$ cat src/rtl/aes_mode_engine.sv
// aes_mode_engine: ECB/CBC/CTR block-mode wrapper around an external AES-128 core.
// Collects 128/DW input beats into a block, hands it to the core, applies the
// mode's chaining rule to the result and streams it back out MSB-first.
module aes_mode_engine #(
    parameter int unsigned DW    = 32,
    parameter int unsigned CNT_W = 16
) (
    input  logic             clk_i,
    input  logic             rst_ni,
    input  logic             clear_i,
    input  logic             enable_i,
    input  logic             start_i,
    input  logic [1:0]       mode_i,
    input  logic [CNT_W-1:0] nblocks_i,
    input  logic [127:0]     key_i,
    input  logic [127:0]     iv_i,
    input  logic [DW-1:0]    a_data_i,
    input  logic             a_valid_i,
    output logic             a_ready_o,
    output logic [DW-1:0]    d_data_o,
    output logic [DW/8-1:0]  d_strb_o,
    output logic             d_valid_o,
    input  logic             d_ready_i,
    output logic             core_ld_o,
    output logic [127:0]     core_key_o,
    output logic [127:0]     core_text_o,
    input  logic             core_done_i,
    input  logic [127:0]     core_text_i,
    output logic             busy_o,
    output logic             done_o,
    output logic             err_o,
    output logic [CNT_W-1:0] blk_cnt_o
);

    localparam int unsigned BEATS = 128 / DW;
    localparam int unsigned BI_W  = (BEATS > 1) ? $clog2(BEATS) : 1;

    localparam logic [1:0] MODE_CBC = 2'd1;
    localparam logic [1:0] MODE_CTR = 2'd2;
    localparam logic [1:0] MODE_RSV = 2'd3;

    if (!(DW == 8 || DW == 16 || DW == 32 || DW == 64 || DW == 128)) begin : g_dw_check
        $error("aes_mode_engine: illegal DW %0d", DW);
    end

    typedef enum logic [2:0] {
        ST_IDLE  = 3'd0,
        ST_LOAD  = 3'd1,
        ST_CIPH  = 3'd2,
        ST_DRAIN = 3'd3,
        ST_FLUSH = 3'd4
    } state_e;

    state_e           state_q, state_d;
    logic [1:0]       mode_q;
    logic [127:0]     key_q;
    logic [CNT_W-1:0] nblk_q;
    logic [127:0]     chain_q;
    logic [127:0]     p_q;
    logic [127:0]     out_q;
    logic [127:0]     text_q;
    logic [BI_W-1:0]  beat_q;
    logic [CNT_W-1:0] blk_q;
    logic             ld_issued_q;
    logic             got_res_q;
    logic             done_q;
    logic             err_q;

    logic             a_hs, d_hs, last_beat, res_take, flush_need;
    logic [CNT_W-1:0] blk_inc;
    logic             start_go, zero_done, mode_err, job_done;
    logic [127:0]     p_next, text_next, res_out, chain_upd;
    logic [DW-1:0]    d_sel;

    // Handshakes and core-result acceptance; clear discards anything in flight.
    assign a_ready_o  = (state_q == ST_LOAD) && enable_i;
    assign d_valid_o  = (state_q == ST_DRAIN) && enable_i;
    assign core_ld_o  = (state_q == ST_CIPH) && enable_i && !ld_issued_q && !clear_i;
    assign a_hs       = a_ready_o && a_valid_i && !clear_i;
    assign d_hs       = d_valid_o && d_ready_i && !clear_i;
    assign last_beat  = (beat_q == BI_W'(BEATS - 1));
    assign blk_inc    = blk_q + CNT_W'(1);
    assign res_take   = (state_q == ST_CIPH) && ld_issued_q && !got_res_q && core_done_i && !clear_i;
    assign flush_need = ld_issued_q && !got_res_q && !core_done_i;

    assign busy_o      = (state_q != ST_IDLE);
    assign done_o      = done_q;
    assign err_o       = err_q;
    assign blk_cnt_o   = blk_q;
    assign core_key_o  = key_q;
    assign core_text_o = text_q;
    assign d_strb_o    = {(DW/8){state_q == ST_DRAIN}};
    assign d_data_o    = (state_q == ST_DRAIN) ? d_sel : '0;

    // State register.
    always_ff @(posedge clk_i or negedge rst_ni) begin : fsm_reg
        if (!rst_ni) state_q <= ST_IDLE;
        else         state_q <= state_d;
    end

    // Next-state logic and one-cycle control strobes.
    always_comb begin : fsm_next
        state_d   = state_q;
        start_go  = 1'b0;
        zero_done = 1'b0;
        mode_err  = 1'b0;
        job_done  = 1'b0;
        if (clear_i) begin
            // A block already issued to the core must be drained from it first.
            state_d = (state_q == ST_CIPH && flush_need) ? ST_FLUSH : ST_IDLE;
        end else begin
            case (state_q)
                ST_IDLE: begin
                    if (start_i && enable_i) begin
                        if (mode_i == MODE_RSV)       mode_err  = 1'b1;
                        else if (nblocks_i == '0)     zero_done = 1'b1;
                        else begin
                            start_go = 1'b1;
                            state_d  = ST_LOAD;
                        end
                    end
                end
                ST_LOAD:  if (a_hs && last_beat) state_d = ST_CIPH;
                ST_CIPH:  if (enable_i && (got_res_q || res_take)) state_d = ST_DRAIN;
                ST_DRAIN: begin
                    if (d_hs && last_beat) begin
                        if (blk_inc == nblk_q) begin
                            state_d  = ST_IDLE;
                            job_done = 1'b1;
                        end else begin
                            state_d = ST_LOAD;
                        end
                    end
                end
                ST_FLUSH: if (enable_i && (got_res_q || core_done_i)) state_d = ST_IDLE;
                default:  state_d = ST_IDLE;
            endcase
        end
    end

    // Block assembly, core input selection and mode post-processing.
    always_comb begin : datapath_comb
        p_next = p_q;
        d_sel  = '0;
        for (int unsigned k = 0; k < BEATS; k++) begin
            if (beat_q == BI_W'(k)) begin
                p_next[127 - k*DW -: DW] = a_data_i;
                d_sel                    = out_q[127 - k*DW -: DW];
            end
        end
        case (mode_q)
            MODE_CBC: begin
                text_next = p_next ^ chain_q;
                res_out   = core_text_i;
                chain_upd = core_text_i;
            end
            MODE_CTR: begin
                text_next = chain_q;
                res_out   = core_text_i ^ p_q;
                chain_upd = {chain_q[127:32], chain_q[31:0] + 32'd1};
            end
            default: begin
                text_next = p_next;
                res_out   = core_text_i;
                chain_upd = chain_q;
            end
        endcase
    end

    // Job parameters and chain register; chain is reloaded from iv on every start.
    always_ff @(posedge clk_i or negedge rst_ni) begin : job_regs
        if (!rst_ni) begin
            mode_q  <= '0;
            key_q   <= '0;
            nblk_q  <= '0;
            chain_q <= '0;
        end else if (start_go) begin
            mode_q  <= mode_i;
            key_q   <= key_i;
            nblk_q  <= nblocks_i;
            chain_q <= iv_i;
        end else if (res_take) begin
            chain_q <= chain_upd;
        end
    end

    // Plaintext, core input and result block registers.
    always_ff @(posedge clk_i or negedge rst_ni) begin : data_regs
        if (!rst_ni) begin
            p_q    <= '0;
            text_q <= '0;
            out_q  <= '0;
        end else begin
            if (a_hs) begin
                p_q <= p_next;
                if (last_beat) text_q <= text_next;
            end
            if (res_take) out_q <= res_out;
        end
    end

    // Beat index and emitted-block counter.
    always_ff @(posedge clk_i or negedge rst_ni) begin : cnt_regs
        if (!rst_ni) begin
            beat_q <= '0;
            blk_q  <= '0;
        end else if (clear_i || start_go) begin
            beat_q <= '0;
            blk_q  <= '0;
        end else if (a_hs || d_hs) begin
            beat_q <= last_beat ? '0 : beat_q + BI_W'(1);
            if (d_hs && last_beat) blk_q <= blk_inc;
        end
    end

    // Per-state core handshake flags and status pulses.
    always_ff @(posedge clk_i or negedge rst_ni) begin : flag_regs
        if (!rst_ni) begin
            ld_issued_q <= 1'b0;
            got_res_q   <= 1'b0;
            done_q      <= 1'b0;
            err_q       <= 1'b0;
        end else begin
            done_q <= zero_done || job_done;
            err_q  <= mode_err;
            if (state_d != state_q) begin
                ld_issued_q <= 1'b0;
                got_res_q   <= 1'b0;
            end else begin
                if (core_ld_o) ld_issued_q <= 1'b1;
                if (res_take || (state_q == ST_FLUSH && core_done_i)) got_res_q <= 1'b1;
            end
        end
    end

endmodule

$ cat config.mk
export PLATFORM = sky130hd
export DESIGN_NAME = aes_mode_engine
export DESIGN_NICKNAME = d
export VERILOG_FILES = /design/src/rtl/aes_mode_engine.sv
export SDC_FILE = /design/constraint.sdc
export NUM_CORES = 2
export LEC_CHECK = 0
export BUFFER_PORTS_ARGS = -buffer_cell sky130_fd_sc_hd__clkbuf_2
export CELL_PAD_IN_SITES_DETAIL_PLACEMENT = 1
export CELL_PAD_IN_SITES_GLOBAL_PLACEMENT = 2
export CORE_ASPECT_RATIO = 1.5
export CORE_UTILIZATION = 33
export CTS_CLUSTER_DIAMETER = 120
export DETAILED_ROUTE_END_ITERATION = 8
export GPL_TIMING_DRIVEN = 0
export PLACE_DENSITY_LB_ADDON = 0.05
export SLEW_MARGIN = 40
export SYNTH_ARGS = -nofsm -noshare
export SYNTH_HDL_FRONTEND = slang
export SYNTH_SLANG_ARGS = --single-unit
$ cat constraint.sdc
create_clock -name clk_i -period 3.55 [get_ports clk_i]
set_input_delay 0.8875 -clock clk_i [delete_from_list [all_inputs] [get_ports clk_i]]
set_output_delay 0.8875 -clock clk_i [all_outputs]
set_load 0.02 [all_outputs]
## Word-level counts from Yosys, hierarchy flattened

Cells that the tools add are included.
W data, S select, Z words.

- Bits in registers: 683
- Output and inout port bits: 314

- $add $sub $neg: 3
- Equality and inequality tests: 13
- Mux-type cells: 53
- Bitwise logic cells: 2
- Reductions and logical operators: 47

Operator list:

| operator | number |
|---|---|
| $pmux W128 S2 | 2 |
| $mux W128 | 3 |
| $mux W32 | 9 |
| $xor A128 B128 Y128 | 2 |
| $mux W16 | 3 |
| $add A32 B1 Y32 const B | 1 |
| $mux W3 | 9 |
| $mux W1 | 23 |
| $logic_and A1 B1 Y1 | 22 |
| $add A16 B1 Y16 const B | 1 |
| $eq A16 B16 Y1 | 1 |
| $logic_not A16 Y1 | 1 |
| $pmux W3 S5 | 1 |
| $reduce_bool A2 Y1 | 6 |
| $eq A2 B2 Y1 const B | 4 |
| $eq A3 B2 Y1 const B | 2 |
| $logic_or A1 B1 Y1 | 6 |
| $mux W2 | 3 |
| $reduce_and A2 Y1 | 3 |
| $reduce_bool A3 Y1 | 2 |
| $eq A2 B1 Y1 const B | 2 |
| $logic_not A1 Y1 | 4 |
| $eq A3 B1 Y1 const B | 1 |
| $eq A3 B3 Y1 const B | 1 |
| other kinds (6) | 6 |

## Logic depth before layout (Yosys ltp)

- Word-level depth: 12
- Mapped depth: 10

## Least setup slack after synthesis

No wires, ideal clock.

- Path kind: input to register
- Start point: input clear_i
- End point: register state_q[0]
- Setup time: 0.124 ns
- Arrival: 3.221 ns
- Slack: 0.205 ns
- Cell stages on the path: 7
- Path buffers: 1
- Cell sequence: or3b_4 > or3_1 > buf_6 > a211o_1 > or4_1 > or4b_1 > o31a_1

- Cells in the longest elaborated chain, start to end: 7

Ends and longest elaborated chain:

| what | RTL line | RTL |
|---|---|---|
| start: declaration | 10 | `input logic clear_i,` |
| $logic_not A1 Y1 | 79, 80, 83 |  |
| $logic_and A1 B1 Y1 | 83 | `assign res_take = (state_q == ST_CIPH) && ld_issued_q && !got_res_q && core_done_i && !clear_i;` |
| $logic_or A1 B1 Y1 | 124 | `ST_CIPH: if (enable_i && (got_res_q \|\| res_take)) state_d = ST_DRAIN;` |
| $logic_and A1 B1 Y1 | 124 |  |
| $mux W3 | 124 |  |
| $pmux W3 S5 | 112 | `case (state_q)` |
| $mux W3 (*) | 108 | `if (clear_i) begin` |
| via state_d[0] | 54 | `state_e state_q, state_d;` |
| end signal: assignment | 98 | `else state_q <= state_d;` |
| end: declaration | 54 |  |

The timed path passes the listed nets; every way through them passes the cells marked *.
A chain may end at the register's enable or synchronous reset.

## Worst setup path in the final report

- Start point: register beat_q[0]
- End point: output d_data_o[11]

- Cells in the longest elaborated chain, start to end: 6

Ends and longest elaborated chain:

| what | RTL line | RTL |
|---|---|---|
| start: declaration | 62 | `logic [BI_W-1:0] beat_q;` |
| start signal: assignment | 211 | `beat_q <= last_beat ? '0 : beat_q + BI_W'(1);` |
| $logic_not A2 Y1 | 146 | `if (beat_q == BI_W'(k)) begin` |
| $mux W32 (3 in a row) | 146 |  |
| $mux W32 (*) | 146 |  |
| $mux W32 (*) | 93 | `assign d_data_o = (state_q == ST_DRAIN) ? d_sel : '0;` |
| end: declaration | 20 | `output logic [DW-1:0] d_data_o,` |

Every way passes the cells marked *; elsewhere a longest branch is shown, timed or not.

==> metrics.md <==
| Metric | Value |
|---|---|
| Status | finished with violations |
| Violated checks | setup timing |
| Post-placement cell count | 6286 |
| Largest net degree at the start of global routing | 63 |
| # Max-Cap Violations | 0 |
| Clock Pin Slew Worst Setup and Hold Paths | ~0.07 ns |
| Cell Count, Final, Fillers Out | roughly 6400 |
| GRT overflow | 0 |
| Worst relative slew slack | 0.403 |
| Area post-placement | approximately 41000 sq um |
| DR iter-0 viols | ~2100 |
| Core Area | around 110000 sq um |
| Post-Syn Instances | 4100 |
| Final worst path period share | 1.02 |
| Synth Register Bits | between 600 and 700 |
| Synth top area share | 0.487 |
| Ys async rst share | 1.00 |
| Clock period minus worst slack | around 3.6 ns |
| Skew-Pair Late Insertion Delay | roughly 0.67 ns |
| Die height | 402 um |
| Clk sink count | just under 700 |
| Worst Path Required | between 2 and 3 ns |
| RSZ-0062 raised after global routing | true |
| Setup TNS | -0.313 ns |
| PwrDens | approximately 580 nW/um^2 |
| Final instance area | 45400 sq um |
| Cell with the most instances after synthesis | nand2_1 |
| Setup violators final | 13 |
| TritonCTS clock tree | built |
| Detail-routed via count per cell | 5.35 |
| Starting density of the core | 0.333 |
| Clock Tree Buf Depth | 3 |
| H-tree lvl count | 3 |
| Antenna violations before repair | 18 |
| Leakage power | between 20 and 25 nW |
| First-pass GRT wire length | about 250 mm |
| Crit start category | register |
| Remaining antenna violation count after routing | 0 |
| Crit path capture type | output pin |
| Via count | ~35000 |
| Vias in the first global route | 35725 |
| Hpwl dp | about 130 mm |
| Mapped Area | 35100 sq um |
| Post-synth top cells | nand2_1, dfrtp_1, o21ai_0, nor2_1, clkbuf_1 |
| Pre-CTS setup slack | -1.08 ns |
| Final wirelength | about 170 mm |
| CP Class | register to output pin |
| First-pass DRT Iterations | 7 |
| YS warnings | 0 |
| Clock Tree Root | clkbuf_16 |
| Syn Area/Cell | 8.56 sq um |
| Final Core Density | 0.430 |
| Maximum vdd drop | roughly 0.00034 V |
| Share of cells above drive strength 1 | 0.219 |
| Routed len/inst | between 20 and 30 um |
| Cell variety after synth | 62 |
| Die width | 268 um |
| TritonCTS Buffers | 77 |
| Max Clk Rate | ~280 MHz |
| I/O Pins | about 760 |
| Area growth from synthesis to layout | 29.4% |
| GRT Total Usage | 0.314 |
| Sequential-to-total area share from yosys stat | 0.487 |
| Final Hold Fails | 0 |
| Rows | roughly 150 |
| Syn nets | 4550 |
| Slew Limit Fails | 0 |
| Crit-path max FO | 5 |
| CP arrival | between 2 and 3 ns |
| Main area contributors after synthesis | dfrtp_1, nand2_1, o21ai_0, a221oi_1, mux2i_1 |
| Class of the worst hold path | primary input to asynchronous set/reset pin |
| Smallest setup slack after layout | -0.0535 ns |
| Die area | ~110000 sq um |
| Number of synthesized flops with an enable pin | 0 |
| Final GP Congestion | 0.880 |
| Predominant post-synthesis flop cell | dfrtp_1 |
| Measured slew at the worst slew-check pin | roughly 0.9 ns |
| PortBufs | roughly 760 |
| Fin nets | 5419 |
| Final Skew | roughly 0.019 ns |
| Area leader, netlist | dfrtp_1 |
| DRC errors left | 0 |
-- final timing paths --
path	startpoint	end	slack, ns	cells past startpoint
setup / recovery	beat_q[0]	d_data_o[11]	-0.05	11
hold / removal	rst_ni	core_text_o[22]	0.11	1
setup reg to reg	state_q[0]	chain_q[16]	0.09	10
hold reg to reg	core_key_o[41]	core_key_o[41]	0.47	2
max in group asynchronous	rst_ni	core_key_o[25]	1.70	5
min in group clk_i	key_i[35]	core_key_o[35]	0.41	3
-- per-layer routing --
| layer | part of all wire | vias to the layer above | track usage |
|---|---|---|---|
| met3 | 0.049 | 217 | 0.0408 |
| li1 | - | 15771 | - |
| met5 | 0.00024 | - | 0 |
| met2 | 0.50 | 974 | 0.540 |
| met4 | 0.030 | 6 | 0.105 |
| met1 | 0.42 | 17541 | 0.403 |
-- placed cells by master, fill, tap and decap left out, types with 9 or more instances in the layout --
cell type,count
nor2_2,11
nand3_1,25
o21ai_0,410
nand3b_1,128
clkinv_2,17
nor2_1,308
xor2_1,148
clkbuf_8,27
buf_16,13
nor3_4,14
nand2_1,1050
nor3_2,13
nor3_1,19
or3_1,16
nand4_1,17
a221oi_4,31
buf_4,22
clkbuf_2,759
dfrtp_1,681
nor2b_1,164
xnor2_1,30
clkbuf_1,260
buf_2,16
buf_6,18
inv_1,15
o221ai_1,24
a221oi_1,129
a21oi_2,18
mux2i_1,140
buf_8,9
a31oi_1,98
diode_2,9
a21oi_1,177
clkbuf_16,87
-- final cells by class --
| cell class | count | area (sq um) |
|---|---|---|
| Tap cell | 1406 | 1760 |
| Fill cell | 12679 | 60200 |
| Antenna cell | 9 | 22.5 |
| Sequential cell | 683 | 17100 |
| Clock inverter | 28 | 345 |
| Clock buffer | 112 | 2320 |
| Multi-Input combinational cell | 3073 | 17700 |
| Inverter | 18 | 75.1 |
| Buffer | 319 | 1490 |
| Timing Repair Buffer | 797 | 4590 |
-- state kept, by name (all words and copies together), names as in the netlist --
register	count
chain_q	128
core_key_o	128
core_text_o	128
out_q	128
p_q	128
blk_cnt_o	16
nblk_q	16
state_q	3
beat_q	2
mode_q	2
done_o	1
err_o	1
got_res_q	1
ld_issued_q	1
-- worst max-delay path, cell delays in order, from the launching register on --
cell	delay, ns
dfrtp_2	0.49
inv_4	0.07
ha_4	0.18
nor2b_4	0.14
buf_12	0.14
clkbuf_16	0.17
a221oi_4	0.24
buf_6	0.16
nor3_2	0.04
a21oi_2	0.16
nor2_4	0.08
buf_8	0.16
-- stage by stage --
step / hold WS [ns] / power, W
6_report: 0.109 / 0.0264
5_1_grt: 0.109 / 0.0276
4_1_cts: 0.0730 / 0.0264
3_5_place_dp: 0.461 / 0.0177
3_3_place_gp: 0.458 / 0.0174
2_1_floorplan: 0.450 / 0.0145
-- where the power goes --
part / internal [W] / total, W / switching, W
registers: 0.00904 / 0.0101 / 0.00108
logic: 0.00278 / 0.00755 / 0.00478
clock network: 0.00506 / 0.00869 / 0.00363
total: 0.0169 / 0.0264 / 0.00948
-- logic make-up (layout without fill, tap and decap cells) --
| logic type | Yosys count | after routing | synth area share |
|---|---|---|---|
| other | 0 | 9 | 0 |
| and+or+nand+nor | 1822 | 1822 | 0.230 |
| buffers and inverters | 344 | 1274 | 0.0376 |
| muxes | 141 | 141 | 0.0402 |
| xor gates and xnor gates | 178 | 178 | 0.0444 |
| DFF | 683 | 683 | 0.487 |
| AOI/OAI and AO/OA | 923 | 923 | 0.158 |
| adders and majority gates | 9 | 9 | 0.00314 |
-- what timing repair did --
| action | in CTS | in global routing |
|---|---|---|
| setup endpoints to repair | 307 | 70 |
| hold buffers | 0 | 0 |
| buffers inserted | 9 | 7 |
| pin swaps | 22 | 27 |
| resized for setup | 215 | 109 |
| gates cloned | 2 | 1 |
Power figures use the tool's default switching activity.
